## src/rtl/rename_reg_file.sv

```systemverilog
// Rename register file: 32 architectural entries holding value, tag and pending flag.
// Optional macro WB_BYPASS_EN forwards same-cycle writebacks to reads and queries.
module rename_reg_file #(
    parameter int XLEN  = 32,
    parameter int TAG_W = 6
) (
    input  logic             clk,
    input  logic             reset_n,
    input  logic [TAG_W-1:0] q_rs_1,
    input  logic [TAG_W-1:0] q_rs_2,
    input  logic [TAG_W-1:0] q_rd,
    input  logic [TAG_W-1:0] q_new_tag,
    input  logic             q_rename,
    input  logic             q_tag,
    output logic [TAG_W-1:0] o_rs_1,
    output logic [TAG_W-1:0] o_rs_2,
    output logic [TAG_W-1:0] o_rd,
    output logic [TAG_W-1:0] o_new_tag,
    input  logic [TAG_W-1:0] v_src_1,
    input  logic [TAG_W-1:0] v_src_2,
    output logic [XLEN-1:0]  v_data_1,
    output logic [XLEN-1:0]  v_data_2,
    output logic             v_valid_1,
    output logic             v_valid_2,
    input  logic             wb_valid,
    input  logic [TAG_W-1:0] wb_tag,
    input  logic [XLEN-1:0]  wb_data
);

    localparam int NENT = 32;

`ifdef WB_BYPASS_EN
    localparam bit BYP = 1'b1;
`else
    localparam bit BYP = 1'b0;
`endif

    logic [XLEN-1:0]  r_value [NENT];
    logic [TAG_W-1:0] r_tag   [NENT];
    logic [NENT-1:0]  r_pend;

    logic [NENT-1:0]  w_ren;
    logic [NENT-1:0]  w_wb;
    logic [XLEN-1:0]  w_d1;
    logic [XLEN-1:0]  w_d2;
    logic             w_v1;
    logic             w_v2;

    // Upper index bits only carry the tag-space MSB; the file is 32 deep.
    logic w_unused;
    assign w_unused = &{1'b0, q_rs_1[TAG_W-1:5], q_rs_2[TAG_W-1:5],
                        q_rd[TAG_W-1:5], v_src_1[TAG_W-1:5],
                        v_src_2[TAG_W-1:5]};

    // Per-entry rename and writeback hits; entry 0 never matches.
    always_comb begin
        w_ren = '0;
        w_wb  = '0;
        for (int i = 1; i < NENT; i++) begin
            w_ren[i] = q_rename && (q_rd[4:0] == 5'(i));
            w_wb[i]  = wb_valid && r_pend[i] && (r_tag[i] == wb_tag);
        end
    end

    // Tag a query reports for one index; byp lets a same-cycle writeback resolve it.
    function automatic logic [TAG_W-1:0] f_qtag(input logic [4:0] idx,
                                                input logic byp);
        logic [TAG_W-1:0] t;
        t = {{(TAG_W-5){1'b0}}, idx};
        if (r_pend[idx] && !(byp && w_wb[idx]))
            t = r_tag[idx];
        return t;
    endfunction

    // Value read mux with optional writeback forwarding.
    always_comb begin
        w_d1 = r_value[v_src_1[4:0]];
        w_v1 = !r_pend[v_src_1[4:0]];
        w_d2 = r_value[v_src_2[4:0]];
        w_v2 = !r_pend[v_src_2[4:0]];
        if (BYP && w_wb[v_src_1[4:0]]) begin
            w_d1 = wb_data;
            w_v1 = 1'b1;
        end
        if (BYP && w_wb[v_src_2[4:0]]) begin
            w_d2 = wb_data;
            w_v2 = 1'b1;
        end
    end

    // Entry state: rename beats a same-cycle writeback on the same entry.
    always_ff @(posedge clk or negedge reset_n) begin
        if (!reset_n) begin
            for (int i = 0; i < NENT; i++) begin
                r_value[i] <= '0;
                r_tag[i]   <= '0;
            end
            r_pend <= '0;
        end else begin
            for (int i = 1; i < NENT; i++) begin
                if (w_ren[i]) begin
                    r_tag[i]  <= q_new_tag;
                    r_pend[i] <= 1'b1;
                end else if (w_wb[i]) begin
                    r_value[i] <= wb_data;
                    r_pend[i]  <= 1'b0;
                end
            end
        end
    end

    // Query outputs update only on a query strobe, otherwise hold.
    always_ff @(posedge clk or negedge reset_n) begin
        if (!reset_n) begin
            o_rs_1    <= '0;
            o_rs_2    <= '0;
            o_rd      <= '0;
            o_new_tag <= '0;
        end else if (q_tag) begin
            o_rs_1    <= f_qtag(q_rs_1[4:0], BYP);
            o_rs_2    <= f_qtag(q_rs_2[4:0], BYP);
            o_rd      <= f_qtag(q_rd[4:0], 1'b0);
            o_new_tag <= q_new_tag;
        end
    end

    // Value read ports are registered every cycle.
    always_ff @(posedge clk or negedge reset_n) begin
        if (!reset_n) begin
            v_data_1  <= '0;
            v_data_2  <= '0;
            v_valid_1 <= 1'b0;
            v_valid_2 <= 1'b0;
        end else begin
            v_data_1  <= w_d1;
            v_data_2  <= w_d2;
            v_valid_1 <= w_v1;
            v_valid_2 <= w_v2;
        end
    end

endmodule

```

## config.mk

```make
export PLATFORM = sky130hd
export DESIGN_NAME = rename_reg_file
export DESIGN_NICKNAME = d
export VERILOG_FILES = /design/src/rtl/rename_reg_file.sv
export SDC_FILE = /design/constraint.sdc
export NUM_CORES = 2
export LEC_CHECK = 0
export ABC_CLOCK_PERIOD_IN_PS = 2900
export BUFFER_PORTS_ARGS = -buffer_cell sky130_fd_sc_hd__buf_2
export CAP_MARGIN = 20
export CORE_AREA = 4 4 429 431
export CTS_CLUSTER_SIZE = 8
export DETAILED_ROUTE_END_ITERATION = 16
export DIE_AREA = 0 0 433 435
export PLACE_DENSITY_LB_ADDON = 0.08
export SYNTH_ARGS = -nofsm -noshare
export SYNTH_HDL_FRONTEND = slang
export SYNTH_SLANG_ARGS = --single-unit
```

## constraint.sdc

```tcl
create_clock -name clk -period 2.9 [get_ports clk]
set_input_delay 0.435 -clock clk [delete_from_list [all_inputs] [get_ports clk]]
set_output_delay 0.435 -clock clk [all_outputs]
set_load 0.01 [all_outputs]
```

==> results.txt <==
- Power share of the sequential group: 43.5%
- Number of buffers on the longest clock path: 3
- Highest metal layer with signal wires: met5
- Top-level I/O count: 169
* Maximum fanout encountered on the critical timing path: 25
* Routability congestion estimate from global placement: 0.924
* Top_reg_cell synth: sky130_fd_sc_hd__dfrtp_1
* Sequential standard cell area: 32500 um^2
- Area growth syn-to-layout: 16.9%
- Final worst slack: 318 ps
- Clock slew seen by the registers of the worst setup and hold paths: 60 ps
- Final Non-Filler Cells: 7338
- Power share of the combinational group: 25.9%
- Wires add up to 243000 um.
- Data required, critical path: 3590 ps
* Highest attainable clock frequency: 387 MHz
- Max-cap violations in this run came to 0.
- In this run the core area contains 156 standard-cell rows.
* Switching portion of total power: 29.6%
* Cell variety after synth: 67
* Final Slew Violations: 0
- At the pin with the least slew margin, the transition time is 1010 ps.
* Post-layout utilization of the core: 46.5%
* Result of the run: finished, final reports clean
* DRC violation count after routing: 0
- Total vias in the final route: 45414
* Count of routing violations after the opening detailed-route iteration: 3532
* DP Worst Slack: -84.3 ps
* Total die area: 188000 um^2
- Layout Skew: 35.3 ps
- Setup violations remaining at the end of the flow were counted as 0.
* First-pass iteration count of the detailed router: 6
- Leakage power of the design: 37.3 nW
- The path class of the tightest hold or removal check is primary input to flip-flop.
- Most common library cell in the layout ignoring fill and taps: sky130_fd_sc_hd__mux2_2
- After global routing the overflow that remains totals 0.
- The detailed router put a total of 106000 um of wire on met1.
- The detail route stage leaves a number of antenna-violating nets equal to 0.
- Category of the worst setup path capture point: flip-flop
- Global routing used 25.9% of the available tracks across all layers.
- In this run, placement finished with an instance count of 7124.
- Port Buffer Count: 163
- Async set-or-reset flop fraction in the synthesized netlist: 100%
- Time the final worst path needs with I/O delays and setup: 2580 ps
- Met2 routed wirelength: 116000 um
- STA classifies the critical path startpoint as a flip-flop.
- For this configuration, the core starts out at a cell density of 39.8%.
- Number of global-route vias before repair: 47639
- The multi-input combinational cells in the finished layout cover a total of 37200 um^2.
- Detail-routed via count per cell: 6.19
* # fillers: 15735
- Cell internal power was estimated by the tool at 44.5 mW.
- Clock Sinks: 1299
- Dpl hpwl: 163000 um
- Arrival @ worst endpoint: 3270 ps
- The cell count after synthesis came out at 4649.
* Worst Path Class, Setup: flip-flop to flip-flop
- The number of antenna violations at the first check in global routing is 16.
- Net count after synthesis: 4728
- CTS built an H-tree with a depth of 4.
* VDD IR-drop max: 534 uV
- The tree is rooted in a sky130_fd_sc_hd__clkbuf_16.
* Share of the clock period used by the worst path after layout: 89.0%
- Power per standard cell area: 753 nW/um^2
* Clk_lat worst skew: 830 ps
- Counting flops with a built-in enable in the synthesized netlist gives 0.
* Core region area: 180000 um^2
* Post-synthesis register bit count: 1299
- The number of hold violations in the final report is 0.
- Avg Inst Size Synth: 15.4 um^2
* RSZ-0062 raised after global routing: no
* NumNets Final: 5017
- The analysis attributes to net switching a power of 18.7 mW.
* Fraction of final layout cells sized beyond drive strength 1: 57.9%
- Relative slew margins: 31.0%
* Setup Total Neg Slack: 0 ps
- TritonCTS clock tree: built
* Sequential area share after synthesis: 45.3%
- Power share of the clock group: 30.6%
- From bottom edge to top edge, the die measures 435 um.
* Top library cells by usage in the layout, fill and taps aside: sky130_fd_sc_hd__mux2_2 (1306), sky130_fd_sc_hd__dfrtp_1 (1299), sky130_fd_sc_hd__mux4_2 (730)
* Synthesis warning total: 39
- The first global-routing pass estimated 353000 um of wire.
- Post-CTS timing repair inserted 0 buffers for setup.
- Maximum number of pins on one net before global-route repair: 112
- The number of hold buffers added after CTS was 1.
* Number of gates resized after CTS: 0
- Met3 routed WL: 13900 um
* Number of buffers inserted during clock tree synthesis: 181
- Final hold slack: 68.8 ps
- After detailed routing, the average wire length per cell comes to 33.1 um.
* Combined area of all synthesized cells: 71700 um^2
- Overall die width: 433 um
## cell usage after synthesis, types with 6 or more instances
cell                       count  area, um^2
sky130_fd_sc_hd__o221ai_1     14         123
sky130_fd_sc_hd__o21bai_1      8        60.1
sky130_fd_sc_hd__xnor2_1      73         639
sky130_fd_sc_hd__a31oi_1       7        43.8
sky130_fd_sc_hd__mux4_2      730       16400
sky130_fd_sc_hd__xor2_1      113         990
sky130_fd_sc_hd__nand2_1      86         323
sky130_fd_sc_hd__dfrtp_1    1299       32500
sky130_fd_sc_hd__inv_1        33         124
sky130_fd_sc_hd__o21ai_0      22         110
sky130_fd_sc_hd__a22o_1       73         639
sky130_fd_sc_hd__clkbuf_1    273        1020
sky130_fd_sc_hd__nor2_1       26        97.6
sky130_fd_sc_hd__a21o_1        7        52.6
sky130_fd_sc_hd__or4_1        10        75.1
sky130_fd_sc_hd__nor3b_2       7        87.6
sky130_fd_sc_hd__buf_1        53         199
sky130_fd_sc_hd__nor2b_1      17         106
sky130_fd_sc_hd__nand3_1      31         155
sky130_fd_sc_hd__a22oi_1      29         218
sky130_fd_sc_hd__mux2_2     1306       14700
sky130_fd_sc_hd__nor4_1       27         169
sky130_fd_sc_hd__nor3_1       18        90.1
sky130_fd_sc_hd__o211ai_1      6        45.0
sky130_fd_sc_hd__nand4_1      25         156
sky130_fd_sc_hd__buf_4        17         128
sky130_fd_sc_hd__a221oi_1      9        78.8
sky130_fd_sc_hd__a21oi_1      14        70.1
sky130_fd_sc_hd__nand2b_1      7        43.8
sky130_fd_sc_hd__mux2i_1      50         500
sky130_fd_sc_hd__and3_1       14        87.6
sky130_fd_sc_hd__mux2_1       26         293
sky130_fd_sc_hd__buf_2       139         696
## per-layer routing
| metal | up-vias | track usage (%) |
|---|---|---|
| li1 | 18651 | - |
| met1 | 24878 | 36.0 |
| met4 | 4 | 8.40 |
| met5 | - | 0 |
| met2 | 1487 | 41.2 |
| met3 | 394 | 4.94 |
## cells by family after synthesis
family	share of synthesized area, %
AOI/OAI and AO/OA	2.53
xor gates and xnor gates	2.27
buffers and inverters	3.08
DFF	45.3
muxes	44.5
and+or+nand+nor	2.28
## critical path: stages, from the launching register on
cell                      delay, ps
sky130_fd_sc_hd__dfrtp_1        480
sky130_fd_sc_hd__xnor2_1        230
sky130_fd_sc_hd__nand4_1        160
sky130_fd_sc_hd__or4_1          540
sky130_fd_sc_hd__nor3b_4        310
sky130_fd_sc_hd__buf_12         320
sky130_fd_sc_hd__mux2_2         380
## area by class of cell
cell class | count | share of cell area, %
Clock buffer | 188 | 5.45
Tap cell | 2370 | 3.54
Inverter | 40 | 0.179
Clock inverter | 16 | 0.366
Antenna cell | 9 | 0.0269
Multi-Input combinational cell | 2827 | 44.4
Timing Repair Buffer | 589 | 7.26
Sequential cell | 1299 | 38.8
## final timing paths
kind                           endpoint  startpoint  slack [ps]  cells after the start
setup / recovery           r_value[338]   r_tag[63]         320                      6
hold / removal                o_rs_1[4]   q_rs_1[4]          70                      4
setup reg to reg           r_value[338]   r_tag[63]         320                      6
hold reg to reg                 o_rd[5]     o_rd[5]         490                      1
max in group asynchronous  r_value[958]     reset_n        1630                      4
min in group asynchronous  r_value[421]     reset_n         100                      2
## power groups by stage
stage / Sequential, mW / Combinational (mW) / Clock (mW)
6_report: 27.5 / 16.4 / 19.3
3_3_place_gp: 27.4 / 16.1 / 0
4_1_cts: 27.3 / 16.5 / 19.9
3_5_place_dp: 27.6 / 16.4 / 0
2_1_floorplan: 26.2 / 11.8 / 0
5_1_grt: 28.1 / 17.5 / 20.5
## stage by stage
step                      area, um^2  total power [mW]
after floorplan                71700              38.0
after global placement         78900              43.5
after detailed placement       78900              44.0
after CTS                      83800              63.6
after global routing           83800              66.1
final                          83800              63.1
## sequential cells by signal (all words and copies together), names as in the netlist
name       count
v_valid_1      1
r_value      992
v_data_2      32
o_rs_1         6
r_tag        186
o_rs_2         6
r_pend        31
o_rd           6
o_new_tag      6
v_valid_2      1
v_data_1      32
No activity file was read; power rests on OpenSTA's default activity.
